`src/rtl/simon_pkg.sv`:
```
// Shared Simon definitions: player FSM states, default timing and memory geometry.
package simon_pkg;

  typedef enum logic [1:0] {
    StIdle = 2'd0,
    StShow = 2'd1,
    StGap  = 2'd2
  } state_t;

  localparam int unsigned ON_CYCLES_DEF  = 50;
  localparam int unsigned OFF_CYCLES_DEF = 25;
  localparam int unsigned DATA_WIDTH_DEF = 4;
  localparam int unsigned ADDR_WIDTH_DEF = 6;

endpackage

```
`src/rtl/sequence_player_if.sv`:
```
// Control and memory-read signals of the sequence player.
interface sequence_player_if #(
    parameter int unsigned ADDR_WIDTH = 6,
    parameter int unsigned DATA_WIDTH = 4
) ();

    logic                  start;
    logic                  abort;
    logic [ADDR_WIDTH:0]   length;
    logic [ADDR_WIDTH-1:0] r_addr;
    logic [DATA_WIDTH-1:0] r_data;
    logic [DATA_WIDTH-1:0] leds;
    logic                  busy;
    logic                  done;

    // master is the player itself; slave is the controller/memory side.
    modport master (
        input  start, abort, length, r_data,
        output r_addr, leds, busy, done
    );

    modport slave (
        output start, abort, length, r_data,
        input  r_addr, leds, busy, done
    );

endinterface

```
`src/rtl/phase_timer.sv`:
```
// Loadable up-counter that wraps to zero at a programmable terminal count.
module phase_timer #(
    parameter int unsigned CNT_WIDTH = 16
) (
    input  logic                 clk,
    input  logic                 rst,
    input  logic                 load,
    input  logic [CNT_WIDTH-1:0] load_val,
    input  logic                 en,
    input  logic [CNT_WIDTH-1:0] term,
    output logic                 tc
);

    logic [CNT_WIDTH-1:0] cnt_q;

    assign tc = (cnt_q == term);

    always_ff @(posedge clk or negedge rst) begin
        if (!rst) begin
            cnt_q <= '0;
        end else if (load) begin
            cnt_q <= load_val;
        end else if (en) begin
            cnt_q <= tc ? '0 : cnt_q + 1'b1;
        end
    end

endmodule

```
`src/rtl/sequence_player.sv`:
```
// Plays back the stored Simon sequence on the LEDs, one entry per ON/OFF period.
module sequence_player
    import simon_pkg::*;
#(
    parameter int unsigned N_ELEMENTS = 64,
    parameter int unsigned ADDR_WIDTH = ADDR_WIDTH_DEF,
    parameter int unsigned DATA_WIDTH = DATA_WIDTH_DEF,
    parameter int unsigned ON_CYCLES  = ON_CYCLES_DEF,
    parameter int unsigned OFF_CYCLES = OFF_CYCLES_DEF,
    parameter int unsigned CNT_WIDTH  = 16
) (
    input logic               clk,
    input logic               rst,
    sequence_player_if.master bus
);

    localparam logic [ADDR_WIDTH:0]  LenMax  = (ADDR_WIDTH + 1)'(N_ELEMENTS);
    localparam logic [CNT_WIDTH-1:0] OnTerm  = CNT_WIDTH'(ON_CYCLES - 1);
    localparam logic [CNT_WIDTH-1:0] OffTerm = CNT_WIDTH'(OFF_CYCLES - 1);

    state_t                state_q;
    logic [ADDR_WIDTH:0]   idx_q;
    logic [ADDR_WIDTH:0]   len_q;
    logic [DATA_WIDTH-1:0] leds_q;
    logic                  done_q;

    logic [ADDR_WIDTH:0]   len_clamped;
    logic                  active;
    logic                  timer_load;
    logic [CNT_WIDTH-1:0]  timer_term;
    logic                  phase_end;

    always_comb begin
        len_clamped = (bus.length > LenMax) ? LenMax : bus.length;
    end

    assign active     = (state_q != StIdle);
    assign timer_load = !active || bus.abort;
    assign timer_term = (state_q == StShow) ? OnTerm : OffTerm;

    phase_timer #(
        .CNT_WIDTH(CNT_WIDTH)
    ) u_phase_timer (
        .clk      (clk),
        .rst      (rst),
        .load     (timer_load),
        .load_val ('0),
        .en       (active),
        .term     (timer_term),
        .tc       (phase_end)
    );

    always_ff @(posedge clk or negedge rst) begin
        if (!rst) begin
            state_q <= StIdle;
            idx_q   <= '0;
            len_q   <= '0;
            leds_q  <= '0;
            done_q  <= 1'b0;
        end else begin
            done_q <= 1'b0;
            if (active && bus.abort) begin
                // Cancel silently: no completion pulse on abort.
                state_q <= StIdle;
                idx_q   <= '0;
                leds_q  <= '0;
            end else begin
                unique case (state_q)
                    StIdle: begin
                        idx_q  <= '0;
                        leds_q <= '0;
                        if (bus.start && !bus.abort) begin
                            if (len_clamped == '0) begin
                                done_q <= 1'b1;
                            end else begin
                                len_q   <= len_clamped;
                                leds_q  <= bus.r_data;
                                state_q <= StShow;
                            end
                        end
                    end
                    StShow: begin
                        if (phase_end) begin
                            leds_q  <= '0;
                            idx_q   <= idx_q + 1'b1;
                            state_q <= StGap;
                        end
                    end
                    StGap: begin
                        if (phase_end) begin
                            if (idx_q == len_q) begin
                                idx_q   <= '0;
                                done_q  <= 1'b1;
                                state_q <= StIdle;
                            end else begin
                                // r_addr already points at the new idx.
                                leds_q  <= bus.r_data;
                                state_q <= StShow;
                            end
                        end
                    end
                    default: state_q <= StIdle;
                endcase
            end
        end
    end

    assign bus.r_addr = idx_q[ADDR_WIDTH-1:0];
    assign bus.leds   = leds_q;
    assign bus.busy   = active;
    assign bus.done   = done_q;

endmodule

```
`src/flat_wrapper.sv`:
```
// flat-port wrapper written by rule: the top's interface ports become plain ports
module sequence_player_flat import simon_pkg::*;
#(
    parameter int unsigned N_ELEMENTS = 64,
    parameter int unsigned ADDR_WIDTH = ADDR_WIDTH_DEF,
    parameter int unsigned DATA_WIDTH = DATA_WIDTH_DEF,
    parameter int unsigned ON_CYCLES  = ON_CYCLES_DEF,
    parameter int unsigned OFF_CYCLES = OFF_CYCLES_DEF,
    parameter int unsigned CNT_WIDTH  = 16
)
  (clk, rst, bus_start, bus_abort, bus_length, bus_r_data, bus_r_addr, bus_leds, bus_busy, bus_done);
  sequence_player_if #(.ADDR_WIDTH(ADDR_WIDTH), .DATA_WIDTH(DATA_WIDTH)) bus_i ();
  input logic clk;
  input logic rst;
  input wire logic [$bits(bus_i.start)-1:0] bus_start;
  input wire logic [$bits(bus_i.abort)-1:0] bus_abort;
  input wire logic [$bits(bus_i.length)-1:0] bus_length;
  input wire logic [$bits(bus_i.r_data)-1:0] bus_r_data;
  output wire logic [$bits(bus_i.r_addr)-1:0] bus_r_addr;
  output wire logic [$bits(bus_i.leds)-1:0] bus_leds;
  output wire logic [$bits(bus_i.busy)-1:0] bus_busy;
  output wire logic [$bits(bus_i.done)-1:0] bus_done;
  assign bus_i.start = bus_start;
  assign bus_i.abort = bus_abort;
  assign bus_i.length = bus_length;
  assign bus_i.r_data = bus_r_data;
  assign bus_r_addr = bus_i.r_addr;
  assign bus_leds = bus_i.leds;
  assign bus_busy = bus_i.busy;
  assign bus_done = bus_i.done;
  sequence_player #(.N_ELEMENTS(N_ELEMENTS), .ADDR_WIDTH(ADDR_WIDTH), .DATA_WIDTH(DATA_WIDTH), .ON_CYCLES(ON_CYCLES), .OFF_CYCLES(OFF_CYCLES), .CNT_WIDTH(CNT_WIDTH)) u_core (.clk(clk), .rst(rst), .bus(bus_i));
endmodule
```
`config.mk`:
```
export PLATFORM = sky130hd
export DESIGN_NAME = sequence_player_flat
export DESIGN_NICKNAME = d
export VERILOG_FILES = /design/src/rtl/simon_pkg.sv /design/src/rtl/sequence_player_if.sv /design/src/rtl/phase_timer.sv /design/src/rtl/sequence_player.sv /design/src/flat_wrapper.sv
export SDC_FILE = /design/constraint.sdc
export NUM_CORES = 1
export LEC_CHECK = 0
export BUFFER_PORTS_ARGS = -buffer_cell sky130_fd_sc_hd__buf_4
export CAP_MARGIN = 20
export CORE_ASPECT_RATIO = 1.2
export CORE_MARGIN = 5
export CORE_UTILIZATION = 45
export CTS_CLUSTER_DIAMETER = 80
export CTS_CLUSTER_SIZE = 40
export DETAILED_ROUTE_END_ITERATION = 6
export GPL_TIMING_DRIVEN = 0
export SLEW_MARGIN = 5
export SYNTH_ARGS = -nofsm -noshare
export SYNTH_HDL_FRONTEND = slang
export SYNTH_SLANG_ARGS = --single-unit
```
`constraint.sdc`:
```
create_clock -name clk -period 5.8 [get_ports clk]
set_input_delay 0.58 -clock clk [delete_from_list [all_inputs] [get_ports clk]]
set_output_delay 0.58 -clock clk [all_outputs]
set_load 0.02 [all_outputs]
```
==> results.json <==
{
  "status": "complete, no violations",
  "fin_util": 0.5417,
  "ant_nets": 0,
  "slew_violations": 0,
  "cts-resized-gates": 0,
  "die-area_sq_mm": 0.006226,
  "async_flop_share": 1.000,
  "ys_top_cells_by_area": "dfrtp_1, xnor2_1, nor2_1",
  "drive_above_1_share": 0.2151,
  "end_kind": "flip-flop",
  "cts_hold_buf": 0,
  "fin_nets": 272,
  "antenna_found_initial": 0,
  "fp.dieW_microns": 72.87,
  "crit_slowest_cell": "or3_4",
  "grt_max_degree": 38,
  "cts.htree.levels": 2,
  "num_vias": 1615,
  "worst_pin_slew_ns": 0.5591,
  "final_cell_mix": "dfrtp_1, buf_4, nor2_1",
  "path_cells": "inv_1 -> ha_1 -> nor4b_2 -> a31oi_1 -> or3_4 -> nand3_1 -> buf_2 -> nor2_1",
  "max_stage_delay_ns": 0.47,
  "gp_congestion": 0.7821,
  "power.total_mw": 0.9340,
  "grt.overflow.total": 0,
  "max_freq_mhz": 401.7,
  "min_period_ns": 2.489,
  "cp_max_fo": 10,
  "cp.required_ns": 5.97,
  "fill_cells": 452,
  "drc_errors": 0,
  "criticalPathCategory": "flip-flop to flip-flop",
  "yosysTopAreaCell": "dfrtp_1",
  "synthCells": 218,
  "post-cts-setup-buffer-count": 0,
  "ioPinCount": 27,
  "clock_path_buffers": 2,
  "placed_area_sq_mm": 0.002402,
  "final_common_cell": "dfrtp_1",
  "final_area_sq_mm": 0.002489,
  "synth-seq-cells": 37,
  "skew_ns": 0.008501,
  "groute.usage.overall": 0.1503,
  "irDropWorstVdd_mv": 0.2181,
  "syn_nets": 239,
  "hold_slack_ns": 0.2404,
  "drv_cap": 0,
  "clk-insertion-delay-late_ns": 0.29,
  "port_buffers": 26,
  "rsz0062_at_grt": "false",
  "startpoint": "u_core.state_q[1]",
  "cts_tree": "done",
  "start_util": 0.4646,
  "diodes": 0,
  "drt_iter0_markers": 53,
  "total_leakage_power_nw": 1.080,
  "clock-root-buffer": "clkbuf_8",
  "ys_types": 40,
  "cts_buffers": 5,
  "via_per_inst": 5.227,
  "firstDrtPassIters": 5,
  "grt_pass1_wl_mm": 7.307,
  "first_global_vias": 1583,
  "syn_area_sq_mm": 0.002135,
  "row_count": 27,
  "hold_viol_final": 0,
  "dp_hpwl_mm": 3.225,
  "synth_seq_area_share": 0.4338,
  "timing.setup.tns_ns": 0,
  "hp-class": "input port to asynchronous set/reset pin",
  "syn2layout_area_growth_pct": 16.59,
  "synth_edf_count": 0,
  "route.final.wire_length_mm": 4.306,
  "fp.dieH_microns": 85.45,
  "wl_per_cell_microns": 13.94,
  "r2r_start": "u_core.state_q[1]",
  "slew_headroom": 0.6252,
  "setup_viol": 0,
  "critPathArrivalTime_ns": 2.66,
  "coreArea_sq_mm": 0.004594,
  "fin_crit_sh": 0.4292,
  "critPathLaunchType": "flip-flop",
  "ys_warn_count": 0,
  "synthDominantCellAreaShare": 0.4338,
  "synth_flop_cell": "dfrtp_1",
  "power_density_mw_per_mm2": 375.3,
  "clkSinkCount": 37,
  "clk_pin_slew_ns": 0.07,
  "synth.avg_cell_area_sq_um": 9.792
}
report_power, final:
part	switching, mW	total (mW)	internal [mW]
Combinational	0.232	0.405	0.173
Clock	0.0870	0.181	0.0943
Sequential	0.0400	0.348	0.308
Total	0.359	0.934	0.575
worst paths after layout:
path,endpoint,slack [ns],cells past startpoint
min in group clk,u_core.len_q[1],0.51,2
max in group asynchronous,u_core.bus.leds[0],5.22,1
worst min register to register,u_core.len_q[1],0.51,2
worst max register to register,u_core.u_phase_timer.cnt_q[11],3.31,8
worst max-delay path,u_core.u_phase_timer.cnt_q[11],3.31,8
worst min-delay path,u_core.idx_q[2],0.24,1
Yosys cell counts (5+ instances only):
cell / n
buf_4: 6
o21ai_0: 10
xnor2_1: 16
a41oi_1: 5
and3_1: 6
dfrtp_1: 37
nand2_1: 15
mux2i_1: 6
inv_1: 13
nand2b_1: 12
a31oi_1: 6
nand3_1: 11
ha_1: 6
nor2_1: 22
sequential cells by signal, indices dropped and copies added (netlist names):
register / count
u_core.len_q: 7
u_core.bus.leds: 4
u_core.state_q: 2
u_core.bus.done: 1
u_core.idx_q: 7
u_core.u_phase_timer.cnt_q: 16
cell type report:
class                           instances  area [sq um]  area share
Sequential cell                        37         925.9      0.3720
Multi-Input combinational cell        159          1101      0.4424
Inverter                               13         48.80     0.01961
Timing Repair Buffer                   26         195.2     0.07843
Clock buffer                            7         86.33     0.03469
Tap cell                               58         72.57     0.02916
Buffer                                  9         58.81     0.02363
per-stage QoR:
stage / instances / setup slack, ns
global placement: 302 / 3.346
global route: 309 / 3.149
finish: 309 / 3.311
CTS: 309 / 3.281
detailed placement: 302 / 3.311
floorplan: 218 / 3.616
worst max-delay path: cells and delay by family, from the launching register on:
kind / cells / cell delay [ns]
AND/OR/NAND/NOR: 4 / 1.11
flip-flops: 1 / 0.45
buffers and inverters: 2 / 0.39
adder cells (fa/ha/maj): 1 / 0.29
AO/OA/AOI/OAI: 1 / 0.12
kinds of logic (layout without fill, tap and decap cells):
group                    Yosys count  after routing  synth area share
AO/OA/AOI/OAI                     33             33            0.1290
XOR/XNOR                          20             20           0.08206
adder cells (fa/ha/maj)            6              6           0.03517
buffers and inverters             22             55           0.05041
flip-flops                        37             37            0.4338
multiplexers                       9              9           0.04396
AND/OR/NAND/NOR                   91             91            0.2257
layer usage:
metal,global-route usage,part of all wire,vias up
met1,0.1783,0.42,768
li1,-,-,817
met2,0.2586,0.53,23
met5,0,0,-
met3,0.03673,0.037,7
met4,0.05537,0.018,0
No activity file was read; power rests on OpenSTA's default activity.
